**src/rtl/vram_pkg.sv**
```systemverilog
// Shared opcodes, region prefixes and engine state for the VRAM command front end.
package vram_pkg;

  // CPU command opcodes (in[23:16])
  localparam logic [7:0] OP_NTEX  = 8'd6;
  localparam logic [7:0] OP_YLINE = 8'd7;
  localparam logic [7:0] OP_TEXHI = 8'd8;
  localparam logic [7:0] OP_TEXLO = 8'd9;
  localparam logic [7:0] OP_CURX  = 8'd10;
  localparam logic [7:0] OP_CURY  = 8'd11;
  localparam logic [7:0] OP_TILE  = 8'd12;
  localparam logic [7:0] OP_PAL   = 8'd13;
  localparam logic [7:0] OP_UI    = 8'd14;
  localparam logic [7:0] OP_FILL  = 8'd15;
  localparam logic [7:0] OP_FDIM  = 8'd16;
  localparam logic [7:0] OP_CLM   = 8'd250;

  // Address-space region prefixes
  localparam logic [1:0] REG_TEX = 2'b01;
  localparam logic [1:0] REG_MAP = 2'b10;
  localparam logic [2:0] REG_PAL = 3'b111;
  localparam logic [2:0] REG_UI  = 3'b110;

  // Fill dimension / counter width
  localparam int unsigned FILL_W = 8;

  typedef enum logic {IDLE, FILL} state_t;

endpackage

```
**src/rtl/vram_fill_walker.sv**
```systemverilog
// Row-major rectangle walker: produces the wrapped tile-map address for each fill step.
module vram_fill_walker
  import vram_pkg::*;
#(
  parameter int unsigned TX_BITS = 6,
  parameter int unsigned TY_BITS = 5,
  parameter int unsigned ADDR_W  = TX_BITS + TY_BITS + 2
) (
  input  logic                clk,
  input  logic                rst,
  input  logic                en,
  input  logic [TX_BITS-1:0]  cx,
  input  logic [TY_BITS-1:0]  cy,
  input  logic [FILL_W-1:0]   fw,
  input  logic [FILL_W-1:0]   fh,
  output logic [ADDR_W-1:0]   addr_c,
  output logic                done_c
);

  logic [FILL_W-1:0]  i;
  logic [FILL_W-1:0]  j;
  logic [TX_BITS-1:0] x;
  logic [TY_BITS-1:0] y;

  // Current tile address (wraps at the map edges) and last-element flag
  always_comb begin
    x      = cx + TX_BITS'(i);
    y      = cy + TY_BITS'(j);
    addr_c = {REG_MAP, x, y};
    done_c = (i == fw - FILL_W'(1)) && (j == fh - FILL_W'(1));
  end

  // Step i inner / j outer while walking; counters sit at zero otherwise
  always_ff @(posedge clk or posedge rst) begin
    if (rst) begin
      i <= '0;
      j <= '0;
    end else if (!en) begin
      i <= '0;
      j <= '0;
    end else if (i == fw - FILL_W'(1)) begin
      i <= '0;
      j <= j + FILL_W'(1);
    end else begin
      i <= i + FILL_W'(1);
    end
  end

endmodule

```
**src/rtl/vram_cmd_engine.sv**
```systemverilog
// VRAM command front end: decodes CPU commands into byte/nibble port writes and runs rectangle fills.
// Address layout assumes TEX_BITS+4 == TX_BITS+TY_BITS and ADDR_W == TX_BITS+TY_BITS+2.
module vram_cmd_engine
  import vram_pkg::*;
#(
  parameter int unsigned TEX_BITS = 7,
  parameter int unsigned TX_BITS  = 6,
  parameter int unsigned TY_BITS  = 5,
  parameter int unsigned PAL_BITS = 4,
  parameter int unsigned ADDR_W   = TX_BITS + TY_BITS + 2
) (
  input  logic                clk,
  input  logic                rst,
  input  logic                start,
  input  logic [23:0]         in,
  output logic                ready,
  output logic                err,
  output logic [ADDR_W-1:0]   waddr,
  output logic                w,
  output logic [7:0]          save1,
  output logic                ws,
  output logic                sel,
  output logic [PAL_BITS-1:0] save2
);

  state_t               state;
  logic [TEX_BITS-1:0]  ntex;
  logic [2:0]           yline;
  logic [TX_BITS-1:0]   cx;
  logic [TY_BITS-1:0]   cy;
  logic [FILL_W-1:0]    fw;
  logic [FILL_W-1:0]    fh;
  logic [7:0]           fill_val;
  logic [7:0]           op;
  logic [ADDR_W-1:0]    walk_addr_c;
  logic                 walk_done_c;

  assign op = in[23:16];

  vram_fill_walker #(
    .TX_BITS (TX_BITS),
    .TY_BITS (TY_BITS),
    .ADDR_W  (ADDR_W)
  ) u_walker (
    .clk    (clk),
    .rst    (rst),
    .en     (state == FILL),
    .cx     (cx),
    .cy     (cy),
    .fw     (fw),
    .fh     (fh),
    .addr_c (walk_addr_c),
    .done_c (walk_done_c)
  );

  // Engine FSM: command decode in IDLE, one tile write per cycle in FILL; all outputs registered
  always_ff @(posedge clk or posedge rst) begin
    if (rst) begin
      state    <= IDLE;
      ready    <= 1'b1;
      err      <= 1'b0;
      waddr    <= '0;
      w        <= 1'b0;
      save1    <= '0;
      ws       <= 1'b0;
      sel      <= 1'b0;
      save2    <= '0;
      ntex     <= '0;
      yline    <= '0;
      cx       <= '0;
      cy       <= '0;
      fw       <= '0;
      fh       <= '0;
      fill_val <= '0;
    end else begin
      err   <= 1'b0;
      waddr <= '0;
      w     <= 1'b0;
      save1 <= '0;
      ws    <= 1'b0;
      sel   <= 1'b0;
      save2 <= '0;
      case (state)
        IDLE: begin
          if (start) begin
            case (op)
              OP_NTEX:  ntex  <= in[TEX_BITS-1:0];
              OP_YLINE: yline <= in[2:0];
              OP_TEXHI: begin
                w     <= 1'b1;
                waddr <= {REG_TEX, ntex, yline, 1'b0};
                save1 <= in[15:8];
              end
              OP_TEXLO: begin
                w     <= 1'b1;
                waddr <= {REG_TEX, ntex, yline, 1'b1};
                save1 <= in[7:0];
                // yline carries into ntex on 7->0
                {ntex, yline} <= {ntex, yline} + (TEX_BITS + 3)'(1);
              end
              OP_CURX: cx <= in[TX_BITS+2:3];
              OP_CURY: cy <= in[TY_BITS+2:3];
              OP_TILE: begin
                w     <= 1'b1;
                waddr <= {REG_MAP, cx, cy};
                save1 <= in[7:0];
                // cx carries into cy on wrap
                {cy, cx} <= {cy, cx} + (TX_BITS + TY_BITS)'(1);
              end
              OP_PAL: begin
                ws    <= 1'b1;
                sel   <= ~cy[0];
                waddr <= {REG_PAL, cx, cy[TY_BITS-1:1]};
                save2 <= in[PAL_BITS-1:0];
              end
              OP_UI: begin
                ws    <= 1'b1;
                sel   <= ~cy[0];
                waddr <= {REG_UI, cx, cy[TY_BITS-1:1]};
                save2 <= in[PAL_BITS-1:0];
              end
              OP_FDIM: begin
                fw <= in[15:8];
                fh <= in[7:0];
              end
              OP_FILL: begin
                if (fw != '0 && fh != '0) begin
                  state    <= FILL;
                  ready    <= 1'b0;
                  fill_val <= in[7:0];
                end
              end
              OP_CLM: begin
                w     <= 1'b1;
                waddr <= in[ADDR_W-1:0];
                save1 <= '0;
              end
              default: ;
            endcase
          end
        end
        FILL: begin
          w     <= 1'b1;
          waddr <= walk_addr_c;
          save1 <= fill_val;
          err   <= start;
          if (walk_done_c) begin
            state <= IDLE;
            ready <= 1'b1;
          end
        end
        default: begin
          state <= IDLE;
          ready <= 1'b1;
        end
      endcase
    end
  end

endmodule

```
**config.mk**
```make
export PLATFORM = sky130hd
export DESIGN_NAME = vram_cmd_engine
export DESIGN_NICKNAME = d
export VERILOG_FILES = /design/src/rtl/vram_pkg.sv /design/src/rtl/vram_fill_walker.sv /design/src/rtl/vram_cmd_engine.sv
export SDC_FILE = /design/constraint.sdc
export NUM_CORES = 1
export LEC_CHECK = 0
export BUFFER_PORTS_ARGS = -buffer_cell sky130_fd_sc_hd__buf_2
export CAP_MARGIN = 20
export CELL_PAD_IN_SITES_DETAIL_PLACEMENT = 0
export CELL_PAD_IN_SITES_GLOBAL_PLACEMENT = 1
export CORE_UTILIZATION = 46
export DETAILED_ROUTE_END_ITERATION = 12
export MAX_ROUTING_LAYER = met4
export PLACE_DENSITY = 0.78
export SLEW_MARGIN = 15
export SYNTH_ARGS = -nofsm -noshare
export SYNTH_HDL_FRONTEND = slang
export SYNTH_SLANG_ARGS = --single-unit
```
**constraint.sdc**
```tcl
create_clock -name clk -period 4.05 [get_ports clk]
set_input_delay 1.0125 -clock clk [delete_from_list [all_inputs] [get_ports clk]]
set_output_delay 1.0125 -clock clk [all_outputs]
set_load 0.02 [all_outputs]
```
Word-level counts from Yosys, hierarchy flattened. Index checks and enable logic that the tools add are counted.

Bits of input ports: 27. Logic and storage cells: 102. Register bits after elaboration: 92. Output and inout bits: 30.

Add/subtract/negate cells: 8. Bitwise gates (word level): 2. Reductions and logical operators: 18. Equal/unequal tests: 19. Muxes and demuxes: 37.

Operator list (number): $pmux 13 s6 (1); $eq 8x4->1 const B (8); $mux 8 (5); $pmux 8 s2 (2); $pmux 13 s2 (1); $mux 1 (17); $add 8x1->8 const B (2); $eq 8x3->1 const B (2); $eq 8x8->1 (2); $reduce_bool 8->1 (2); $sub 8x1->8 const B (2); $reduce_and 3->1 (5); $pmux 7 s2 (1); $mux 13 (1); $mux 4 (3); $pmux 6 s2 (1); $add 11x1->11 const B (1); $add 10x1->10 const B (1); $pmux 5 s2 (1); $eq 8x5->1 const B (1); $eq 8x8->1 const B (1); $reduce_and 4->1 (2); $reduce_bool 2->1 (4); $add 6x6->6 (1); 9 further kinds (17).

Logic depth before layout (Yosys ltp).
Depth after elaboration: 6. Depth in mapped cells: 10. Gate-level depth less buffers: 8.

By module. A second synthesis with hierarchy kept.

Cell total of the unflattened synthesis: 573. Area total of the unflattened synthesis: 5751.8 µm².

By module, submodules not included: vram_cmd_engine (sequential area each 1903.1 µm², cells each 379, times used 1, area each 4082.7 µm²); vram_fill_walker (sequential area each 400.4 µm², cells each 194, times used 1, area each 1669.1 µm²).

Worst setup path after synthesis. Ideal clock, no wire load.

Path kind: input -> register. From: input in[21]. To: register ntex[2]. Data arrival time: 2.499 ns. Path buffers: 3. Required time: 3.984 ns. Stages on the path: 8. Setup time: 0.066 ns. Setup slack: 1.485 ns. Path through: nor4_2 -> and3_1 -> buf_2 -> buf_4 -> nand2_1 -> buf_2 -> o41ai_1 -> a22o_1.

Word-level cells in the longest chain between the ends: 3. Elaborated cells between the ends (all ways): 5. Those cells by class: eq/ne (2); mux (1); reduce/logical (2).

Ends and longest elaborated chain: start, declared (line vram_cmd_engine.sv:15) `input logic [23:0] in,`; $eq 8x4->1 or $eq 8x3->1 (tied branches) (line vram_cmd_engine.sv:86) `case (op)`; $reduce_bool 2->1 (no source line); $reduce_and 3->1 (no source line); end signal, assigned (line vram_cmd_engine.sv:87) `OP_NTEX: ntex <= in[TEX_BITS-1:0];`; end signal, assigned (line vram_cmd_engine.sv:99) `{ntex, yline} <= {ntex, yline} + (TEX_BITS + 3)'(1);`; end, declared (line vram_cmd_engine.sv:27) `logic [TEX_BITS-1:0] ntex;`.

Several ways; a longest one is shown, not always the timed one. A chain may end at the register's enable or synchronous reset.

Worst setup path after layout.
From: input in[21]. To: register ntex[1].

The elaborated chain is that of the path after synthesis.

==> qor.csv <==
stage;metric;value;unit
clock_network;CTS clock-pin slew for the worst setup and hold paths;0.08;ns
setup_path;CP max stage delay;0.65;ns
clock_network;Num CTS Buffers;9;
logic_synthesis;post-synth net total;603;
clock_network;Hold-fix buffers, CTS;0;
logic_synthesis;cell count after synthesis;557;
setup_path;crit path kind;in -> reg;
pwr;Pint;1.394;mW
outcome;status;completed;
worst_hold_path;hold crit path type;reg -> reg;
sta;Final Hold Viols;0;
grt;vias in the first global route;4315;
logic_synthesis;Mapped Avg Cell Area;9.637;um^2
place;final RePlAce weighted congestion;0.8922;
pwr;P_leak;2.788;nW
pwr;Clk pwr share;0.458;
pwr;combinational power share;0.046;
floorplan;Die X;110.0;um
clock_network;Clock Sinks;92;
sta;Layout Skew;0.01387;ns
drt;via/cell ratio;6.077;
layout;Layout area overhead;13.24;%
sta;Worst-Margin Slew;0.7904;ns
logic_synthesis;ys flop type;dfrtp_1;
grt;largest net degree at the start of global routing;60;
grt;global-route wire length before repair;23700;um
place;DP Wirelength;10740;um
floorplan;row count;39;
setup_path;Startpoint Class;input port;
clock_network;later-pin clock latency in the skew report;0.36;ns
logic_synthesis;YS warnings;0;
sta;Tcrit/Tclk final;0.7581;
setup_path;CP Capture Point;ntex[1];
drt;Pre-Repair DR Iteration Count;5;
drt;Routed Wire Length;14860;um
setup_path;R2R Setup Slk;1.30;ns
drt;routed len/inst;19.76;um
clock_network;postcts setup bufs;0;
setup_path;critical path's top delay family;simple AND/OR/NAND/NOR gates;
sta;fmax;0.3257;GHz
logic_synthesis;Synth Cell Area;5368;um^2
sta;RSZ-0062 raised after global routing;no;
clock_network;Max Buffers Root-to-Sink;2;
pwr;sequential share of power;0.496;
pwr;Switch Pwr;463.0;uW
grt;initial antenna violation count;0;
place;Area after DPL;5774;um^2
setup_path;worst r2r src;fw[0];
setup_path;critical path required time;4.35;ns
logic_synthesis;register area share after synthesis;0.4291;
sta;final setup fails;0;
pwr;Sw Ratio;0.2493;
logic_synthesis;distinct cell type count after synthesis;61;
clock_network;CTS tree;yes;
sta;hold slack;0.5003;ns
grt;gr ovfl total;0;
sta;setup TNS;0;ns
drt;Routed Antenna Nets;0;
setup_path;instance count on the critical path;7;
job;max cap viols;0;
logic_synthesis;EDFF count, synth;0;
pwr;total power;1.857;mW
drt;via count;4570;
grt;All-Layer GR Usage;0.2754;
layout;share of post-route cells with drive strength above 1;0.1921;
floorplan;Initial Util;0.4701;
sta;Slew HR;0.4725;
setup_path;reg-to-reg endpoint;u_walker.j[4];
setup_path;r2r worst-path depth;8;
floorplan;Vert. Die Dim;110.0;um
place;IO buf count;56;
clock_network;H-tree lvl count;3;
logic_synthesis;FF+latch count, synth;92;
setup_path;Crit. Startpoint;in[21];
sta;Final min period;3.070;ns
layout;# nets final;650;
floorplan;I/O Pins;57;
layout;antenna cells;0;
clock_network;Root Driver;clkbuf_16;
setup_path;Slowest-stage cell, CP;and2_0;
clock_network;# resized after CTS;0;
floorplan;Core Box Area;11420;um^2
pwr;Worst VDD drop;0.2650;mV
sta;max-slew violation count;0;
drt;DRC errors left;0;
setup_path;crit path max fanout;15;
layout;fin area;6078;um^2
setup_path;data arrival time of the critical path;3.37;ns
setup_path;Bufs and invs on worst path;1;
floorplan;die area;12100;um^2
setup_path;Crit. End Element;register;
pwr;Pwr per Cell Area;305.6;nW/um^2
logic_synthesis;FFs w/ async S/R, synth;1.000;
drt;1st-iter DRT viols;427;
setup_path;CP cell instances;buf_2, nor4_2, and3_1, and2_0, nand2_1, o21ai_0, a22o_1;
## sequential cells by signal, summed over array words and instances (netlist names), 3 cells and up
| signal | count |
|---|---|
| cx | 6 |
| cy | 5 |
| fh | 8 |
| fill_val | 8 |
| fw | 8 |
| ntex | 7 |
| save1 | 8 |
| save2 | 4 |
| u_walker.i | 8 |
| u_walker.j | 8 |
| waddr | 13 |
| yline | 3 |
## layer usage
| metal | up-vias | wire length, um | track usage |
|---|---|---|---|
| met1 | 2251 | 7121 | 0.3878 |
| met5 | - | 0 | - |
| met2 | 148 | 6743 | 0.4000 |
| met3 | 24 | 645 | 0.04586 |
| li1 | 2147 | - | - |
| met4 | 0 | 351 | 0.09810 |
## cell usage after synthesis, drive strengths merged, types with 17 or more instances
library cell,n,area [um^2]
clkbuf,19,71.32
nand3,25,125.1
xnor2,28,245.2
inv,18,67.56
o21ai,33,165.2
nand2,46,172.7
nor3,20,110.1
a21oi,31,155.2
ha,17,212.7
nor2,29,108.9
dfrtp,91,2277
mux2,24,270.3
## power by group through the flow
stage / clock (mW) / combinational (mW) / sequential [mW]
6_report: 0.851 / 0.0853 / 0.921
5_1_grt: 0.908 / 0.0948 / 0.921
4_1_cts: 0.870 / 0.0867 / 0.921
3_5_place_dp: 0 / 0.0862 / 0.939
3_3_place_gp: 0 / 0.0852 / 0.939
2_1_floorplan: 0 / 0.0396 / 0.940
## worst register-to-register path: cells and delay by family, from the launching register on
| family | cells | cell delay, ns |
|---|---|---|
| and+or+nand+nor | 2 | 0.74 |
| buffers and inverters | 2 | 0.40 |
| DFF | 1 | 0.49 |
| AOI/OAI and AO/OA | 3 | 0.75 |
| adders and majority gates | 1 | 0.30 |
## worst min-delay path by stage
stage	depth (start not counted)	slack (ns)	to	start
floorplan	2	0.44	save1[0]	fill_val[0]
global placement	2	0.46	save1[0]	fill_val[0]
detailed placement	2	0.47	save1[5]	fill_val[5]
CTS	2	0.50	save1[2]	fill_val[2]
global route	1	0.53	fill_val[2]	fill_val[2]
finish	2	0.50	save1[4]	fill_val[4]
## per-stage QoR
stage               instances  setup WS, ns    util
detailed placement        735        0.6854  0.5057
global route              752        0.8619  0.5323
floorplan                 557        0.6472       -
finish                    752        0.9797  0.5323
global placement          735        0.8396  0.5057
CTS                       751        0.9741  0.5317
## kinds of logic (layout without fill, tap and decap cells)
family	after synthesis	in the layout	share of synthesized area
and+or+nand+nor	187	187	0.1863
AOI/OAI and AO/OA	143	143	0.1765
DFF	92	92	0.4291
buffers and inverters	48	100	0.03753
xor gates and xnor gates	38	38	0.06200
muxes	30	30	0.06154
adders and majority gates	19	19	0.04709
## final cells by class
| class | count | area, um^2 |
|---|---|---|
| Clock buffer | 10 | 239.0 |
| Clock inverter | 6 | 57.56 |
| Fill cell | 1055 | 5340 |
| Inverter | 18 | 68.82 |
| Multi-Input combinational cell | 417 | 2863 |
| Sequential cell | 92 | 2303 |
| Tap cell | 143 | 178.9 |
| Timing Repair Buffer | 66 | 367.9 |
## layout by cell type, fill, tap and decap left out, types with 9 or more instances in the layout
cell       netlist  layout
a21oi_1         31      31
a22o_1          12      12
a22oi_1         11      11
and3_1          13      13
buf_2            8      56
buf_4            3       9
clkbuf_16        0       9
dfrtp_1         91      91
ha_1            17      17
inv_1           18      17
mux2_2          24      24
nand2_1         46      46
nand3_1         25      25
nor2_1          29      29
nor3_1          18      18
o21ai_0         32      32
o22ai_1         10      10
xnor2_1         28      28
xor2_1          10      10
Power figures use the tool's default switching activity.
